`src/rtl/nibble_add_seq.sv`:
```
//-----------------------------------------------------------------------------
// Module   : nibble_add_seq
// Purpose  : Sequential multi-nibble adder.  An operand pair (X, Y) of WORDS
//            nibbles plus a carry-in is summed one nibble per clock through an
//            external combinational 4-bit adder, least-significant nibble
//            first.  The result is registered on SUM/COUT and flagged by a
//            one-cycle DONE pulse.
// Ports    : CLK, RST_N          - clock, asynchronous active-low reset
//            START, X, Y, CIN    - request and operands (sampled in IDLE)
//            ADD_A/ADD_B/ADD_C0  - operands to the external 4-bit adder
//            ADD_F/ADD_C4        - sum nibble and carry from that adder
//            BUSY, DONE          - status (BUSY in RUN/FIN, DONE in FIN)
//            SUM, COUT           - registered result
// Revision : 1.0 - initial release
//-----------------------------------------------------------------------------
`default_nettype none

module nibble_add_seq #(
  parameter int WORDS = 4
) (
  input  logic               CLK,
  input  logic               RST_N,
  input  logic               START,
  input  logic [4*WORDS-1:0] X,
  input  logic [4*WORDS-1:0] Y,
  input  logic               CIN,
  output logic [3:0]         ADD_A,
  output logic [3:0]         ADD_B,
  output logic               ADD_C0,
  input  logic [3:0]         ADD_F,
  input  logic               ADD_C4,
  output logic               BUSY,
  output logic               DONE,
  output logic [4*WORDS-1:0] SUM,
  output logic               COUT
);

  // Index width: at least one bit so WORDS=1 still has a legal vector.
  localparam int IW = (WORDS > 1) ? $clog2(WORDS) : 1;
  localparam logic [IW-1:0] C_LAST_IDX = IW'(WORDS - 1);

  typedef enum logic [1:0] {
    S_IDLE = 2'd0,
    S_RUN  = 2'd1,
    S_FIN  = 2'd2
  } state_t;

  state_t               state_q, state_d;
  logic [IW-1:0]        idx_q, idx_d;
  logic                 carry_q, carry_d;
  logic [4*WORDS-1:0]   x_q, x_d;
  logic [4*WORDS-1:0]   y_q, y_d;
  logic [4*WORDS-1:0]   sum_q, sum_d;
  logic                 cout_q, cout_d;

  // Bit offset of the active nibble (index * 4).
  logic [IW+1:0]        w_base;
  assign w_base = {idx_q, 2'b00};

  // State register and datapath registers.
  always_ff @(posedge CLK or negedge RST_N) begin
    if (!RST_N) begin
      state_q <= S_IDLE;
      idx_q   <= '0;
      carry_q <= 1'b0;
      x_q     <= '0;
      y_q     <= '0;
      sum_q   <= '0;
      cout_q  <= 1'b0;
    end else begin
      state_q <= state_d;
      idx_q   <= idx_d;
      carry_q <= carry_d;
      x_q     <= x_d;
      y_q     <= y_d;
      sum_q   <= sum_d;
      cout_q  <= cout_d;
    end
  end

  // Next-state and output logic.
  always_comb begin
    state_d = state_q;
    idx_d   = idx_q;
    carry_d = carry_q;
    x_d     = x_q;
    y_d     = y_q;
    sum_d   = sum_q;
    cout_d  = cout_q;
    ADD_A   = 4'h0;
    ADD_B   = 4'h0;
    ADD_C0  = 1'b0;
    BUSY    = 1'b0;
    DONE    = 1'b0;

    case (state_q)
      S_IDLE: begin
        if (START) begin
          x_d     = X;
          y_d     = Y;
          carry_d = CIN;
          sum_d   = '0;
          cout_d  = 1'b0;
          idx_d   = '0;
          state_d = S_RUN;
        end
      end

      S_RUN: begin
        BUSY   = 1'b1;
        ADD_A  = x_q[w_base +: 4];
        ADD_B  = y_q[w_base +: 4];
        ADD_C0 = carry_q;
        sum_d[w_base +: 4] = ADD_F;
        carry_d = ADD_C4;
        if (idx_q == C_LAST_IDX) begin
          cout_d  = ADD_C4;
          idx_d   = '0;
          state_d = S_FIN;
        end else begin
          idx_d = idx_q + 1'b1;
        end
      end

      S_FIN: begin
        BUSY    = 1'b1;
        DONE    = 1'b1;
        state_d = S_IDLE;
      end

      default: begin
        state_d = S_IDLE;
      end
    endcase
  end

  assign SUM  = sum_q;
  assign COUT = cout_q;

endmodule

`default_nettype wire
```
`config.mk`:
```
export PLATFORM = sky130hd
export DESIGN_NAME = nibble_add_seq
export DESIGN_NICKNAME = d
export VERILOG_FILES = /design/src/rtl/nibble_add_seq.sv
export SDC_FILE = /design/constraint.sdc
export NUM_CORES = 1
export LEC_CHECK = 0
export ABC_AREA = 1
export BUFFER_PORTS_ARGS = -buffer_cell sky130_fd_sc_hd__buf_2
export CELL_PAD_IN_SITES_DETAIL_PLACEMENT = 1
export CELL_PAD_IN_SITES_GLOBAL_PLACEMENT = 1
export CORE_MARGIN = 4
export CORE_UTILIZATION = 34
export DETAILED_ROUTE_END_ITERATION = 12
export GPL_TIMING_DRIVEN = 0
export PLACE_DENSITY_LB_ADDON = 0.1
export SETUP_SLACK_MARGIN = 0.15
export SLEW_MARGIN = 10
export SYNTH_ARGS = -nofsm -noshare
export SYNTH_HDL_FRONTEND = slang
export SYNTH_SLANG_ARGS = --single-unit
```
`constraint.sdc`:
```
create_clock -name CLK -period 2.88 [get_ports CLK]
set_input_delay 0.144 -clock CLK [delete_from_list [all_inputs] [get_ports CLK]]
set_output_delay 0.144 -clock CLK [all_outputs]
set_load 0.01 [all_outputs]
```
-- Word level (Yosys, flattened, before mapping)
Index checks and enable logic that the tools add are counted.
Widths: inputs -> output; s select.
- shift-type cells: 4
- equality and inequality tests: 5
- magnitude comparators: 0
- multipliers: 0
- add/subtract/negate cells: 2
- reductions and logical operators: 7
- divide/modulo/power cells: 0
- bitwise logic cells: 0
- mux-type cells: 19
- operators by type and width (cell ; number):
    $pmux 16 s2 ; 1
    $shiftx 16x5->4 ; 2
    $bwmux 16 ; 1
    $mux 16 ; 1
    $shift 4x6->16 const A ; 1
    $shiftx 4x6->16 ; 1
    $mux 2 ; 4
    $mux 4 ; 2
    $pmux 2 s2 ; 2
    $mux 1 ; 6
    $neg 4->6 ; 1
    $reduce_and 2->1 ; 3
    $eq 2x2->1 const B ; 2
    $ne 2x2->1 const B ; 2
    $pmux 1 s2 ; 2
    $reduce_and 3->1 ; 1
    $add 2x1->2 const B ; 1
    $eq 2x1->1 const B ; 1
    $logic_not 2->1 ; 1
    $reduce_bool 2->1 ; 1
    $reduce_or 2->1 ; 1
- bits of input ports: 41
- RAM bits: 0
- latch bits: 0
- ROM bits: 0
- register bits: 54
- memories kept: 0

-- Logic depth before layout (Yosys ltp)
- word-level depth: 4
- gate-level depth with buffers: 9
- depth with buffers taken out: 8

-- Worst setup path before layout
Ideal clock, no wire load.
- kind: reg2reg
- from: register idx_q[1]
- to: register sum_q[12] (netlist: SUM[12])
- library setup time: 65 ps
- stages on the path, launching flop included: 9
- data required time: 2815 ps
- period minus slack after synthesis: 1624 ps
- data arrival time: 1559 ps
- buffers on the path: 1
- setup slack: 1256 ps
- cell sequence: dfrtp_1 -> buf_2 -> clkinv_1 -> ha_1 -> inv_1 -> nand3_1 -> nor2_1 -> nand2_1 -> nand2_1
- longest elaborated chain between the ends: 4
- elaborated cells on any way between the ends: 5
- classes of those cells: 1 x add/sub; 2 x shift; 2 x mux
- RTL lines (item ; RTL line ; source):
    start, declared ; 49 ; logic [IW-1:0] idx_q, idx_d;
    start signal, assigned ; 72 ; idx_q <= idx_d;
    $neg 4->6 * ; 114 ; sum_d[w_base +: 4] = ADD_F;
    $shiftx 4x6->16 or $shift 4x6->16 (tied branches) ; 114 ;
    $bwmux 16 * ; 114 ;
    $pmux 16 s2 * ; 96 ; case (state_q)
    end signal, assigned ; 76 ; sum_q <= sum_d;
    end, declared ; 53 ; logic [4*WORDS-1:0] sum_q, sum_d;
Every way passes the cells marked *; elsewhere a longest branch is shown, timed or not.
A chain may end at the register's enable or synchronous reset.

-- Worst setup path after layout
- from: register idx_q[1]
- to: register sum_q[8] (netlist: SUM[8])
The elaborated chain is that of the path after synthesis.

==> metrics.txt <==
static leakage=roughly 2 nW; synthesized area=2808 sq um; Comb pwr share=0.513; post-DR wirelength/cell=13.09 microns; Worst-Margin Slew=694.4 ps; Switching Share=0.4371; Achievable Freq=483.6 MHz; commonest non-fill, non-tap cells in the layout=100 x nand2_1, 73 x buf_2, 56 x nor2_1; WP data arrival=about 2300 ps; Synth Area in Adders=0.04456; GR Util met1=0.1943; IO Port Bufs=68; register area share after synthesis=0.4813; Root Driver=clkbuf_8; routing usage on met3=0.02689; Pint=1.918 mW; end point of the critical path=SUM[8]; Hold Violations, Final=0; vias in the first global route=~2700; Max IR drop VDD=0.3377 mV; row count=32; CTS Buf Count=5; routability congestion estimate=between 0.7 and 0.8; via count=2468; CTS tree=built; Initial Util=0.3560; biggest area consumer among synthesized cells=dfrtp_1; min-delay worst type=in -> reg; Gate Count Post-Synth=369; CTS HTree Levels=2; HPWL Detailed=about 5500 microns; PD cells=about 1000 nW/um^2; Final Critical Period=2068 ps; Avg Vias per Cell=4.512; M2 GR Usage=0.2908; Die Y=between 90 and 100 microns; Layout area overhead=21.12%; NetSw=1.489 mW; critical path type=reg -> reg; commonest non-fill, non-tap cell in the layout=nand2_1; synth warn=0; post-synth cell types=15; initial antenna violation count=0; Synth Area in Compound Gates=0.08957; first-pass GRT wire length=12830 microns; RSZ-0062 raised after global routing=no; Detailed Routing Iterations Pass 1=4; Total Power=between 3 and 4 mW; Residual DRC=0; num ports=69; largest net degree at the start of global routing=55; die area=just under 10000 sq um; mux share of post-synthesis cell area=0; DRT iter0 DRCs=between 50 and 60; CTS clk-pin slew, worst paths=approximately 100 ps; gr ovfl total=0; Worst Path Required=between 3000 and 4000 ps; clock sinks=54; gr busiest metal=met2; CP Launch Type=register; Register-to-Register Setup Slack=between 800 and 900 ps; Max Buffers Root-to-Sink=2; post-route setup TNS=0 ps; FF+latch count, synth=54; largest family of logic cells by synthesized area=simple AND/OR/NAND/NOR gates; worst r2r dst=SUM[8]; crit-path max FO=12; final WL=~7000 microns; status=completed; Routed Antenna Nets=0; clock power share=0.153; # Max-Cap Violations=0; R2R cell count=9; number of diodes=0; Rel. slew slack=0.5370; power share of the sequential group=0.334; Syn Nets=420; crit share post-route=0.7180; share of layout cells above drive strength 1=0.2180; average cell area after synthesis=between 7 and 8 sq um; fin nets=about 500; skew final=4.890 ps; Setup crit end kind=register; Synth top area share=0.4813; fin. max-slew vios=0; Post-CTS Setup Bufs=0; crit path launch=idx_q[1]; Clock Latency Late Sink=300 ps; top cells by area, synth=dfrtp_1 48%, nand2_1 13%, a21oi_1 7.5%, nor2_1 7.5%, inv_1 7.1%; xor-xnor portion of the synthesized cell area=0; Simple-Gate Fraction of Synth Area=0.2683; Critical R2R Launch=idx_q[1]; Die X=98.88 microns; core area=slightly below 8000 sq um; final setup vio count=0; Overall Global Routing Usage=0.1593
flip-flops by register name (all words and copies together), names as in the netlist:
| register | count |
|---|---|
| x_q | 16 |
| COUT | 1 |
| idx_q | 2 |
| y_q | 16 |
| carry_q | 1 |
| state_q | 2 |
| SUM | 16 |
synthesized netlist by cell type, drive strengths merged:
master / instances
nand2: 102
nor2: 60
dfrtp: 54
inv: 54
a21oi: 42
nand3: 26
buf: 14
ha: 10
o21ai: 6
clkinv: 1
logic make-up after synthesis:
group,Yosys count
AND/OR/NAND/NOR,188
adder cells (fa/ha/maj),10
buffers and inverters,69
flip-flops,54
AO/OA/AOI/OAI,48
routing by layer:
metal  wire length (microns)  up-vias
li1                        -     1271
met1                    3125     1152
met2                    3708       41
met3                     270        4
met4                      53        0
met5                       0        -
power groups by stage:
stage	Combinational [mW]	Sequential, mW	Clock, mW
finish	1.75	1.14	0.522
global route	2.03	1.17	0.572
CTS	1.79	1.14	0.541
detailed placement	1.78	1.16	0
global placement	1.74	1.15	0
floorplan	1.23	1.15	0
critical path, cell delays in order (launching register included):
cell      delay [ps]
dfrtp_1          410
buf_2            240
clkinv_1         360
ha_1             510
inv_1             70
nor2_1           100
nand2_1          110
nor2_1           100
nand2_1           60
nand2_1           50
stage by stage:
step,util,hold slack [ps],cells,setup WS [ps],area (sq um)
2_1_floorplan,-,-151.6,369,1256,2808
3_3_place_gp,0.4153,388.9,539,766.9,3276
3_5_place_dp,0.4156,242.7,539,781.0,3278
4_1_cts,0.4312,71.91,547,758.8,3401
5_1_grt,0.4312,77.82,547,548.1,3401
6_report,0.4312,77.31,547,812.1,3401
what timing repair did:
item                      in CTS  in global routing
hold buffers                   1                  0
hold endpoints to repair      54                  0
resized for setup              0                  0
final cells by class:
class / instances / area, sq um
Fill cell: 1029 / 4487
Sequential cell: 54 / 1351
Multi-Input combinational cell: 246 / 1130
Timing Repair Buffer: 69 / 352.8
Inverter: 55 / 206.4
Tap cell: 102 / 127.6
Buffer: 14 / 120.1
Clock buffer: 6 / 82.58
Clock inverter: 1 / 30.03
worst min-delay path by stage:
stage	start	to	slack (ps)	depth (start not counted)
CTS	Y[9]	y_q[9]	70	3
detailed placement	RST_N	SUM[15]	240	1
floorplan	RST_N	COUT	-150	0
global route	X[2]	x_q[2]	80	3
global placement	Y[10]	y_q[10]	390	3
finish	X[2]	x_q[2]	80	3
No activity file was read; power rests on OpenSTA's default activity.
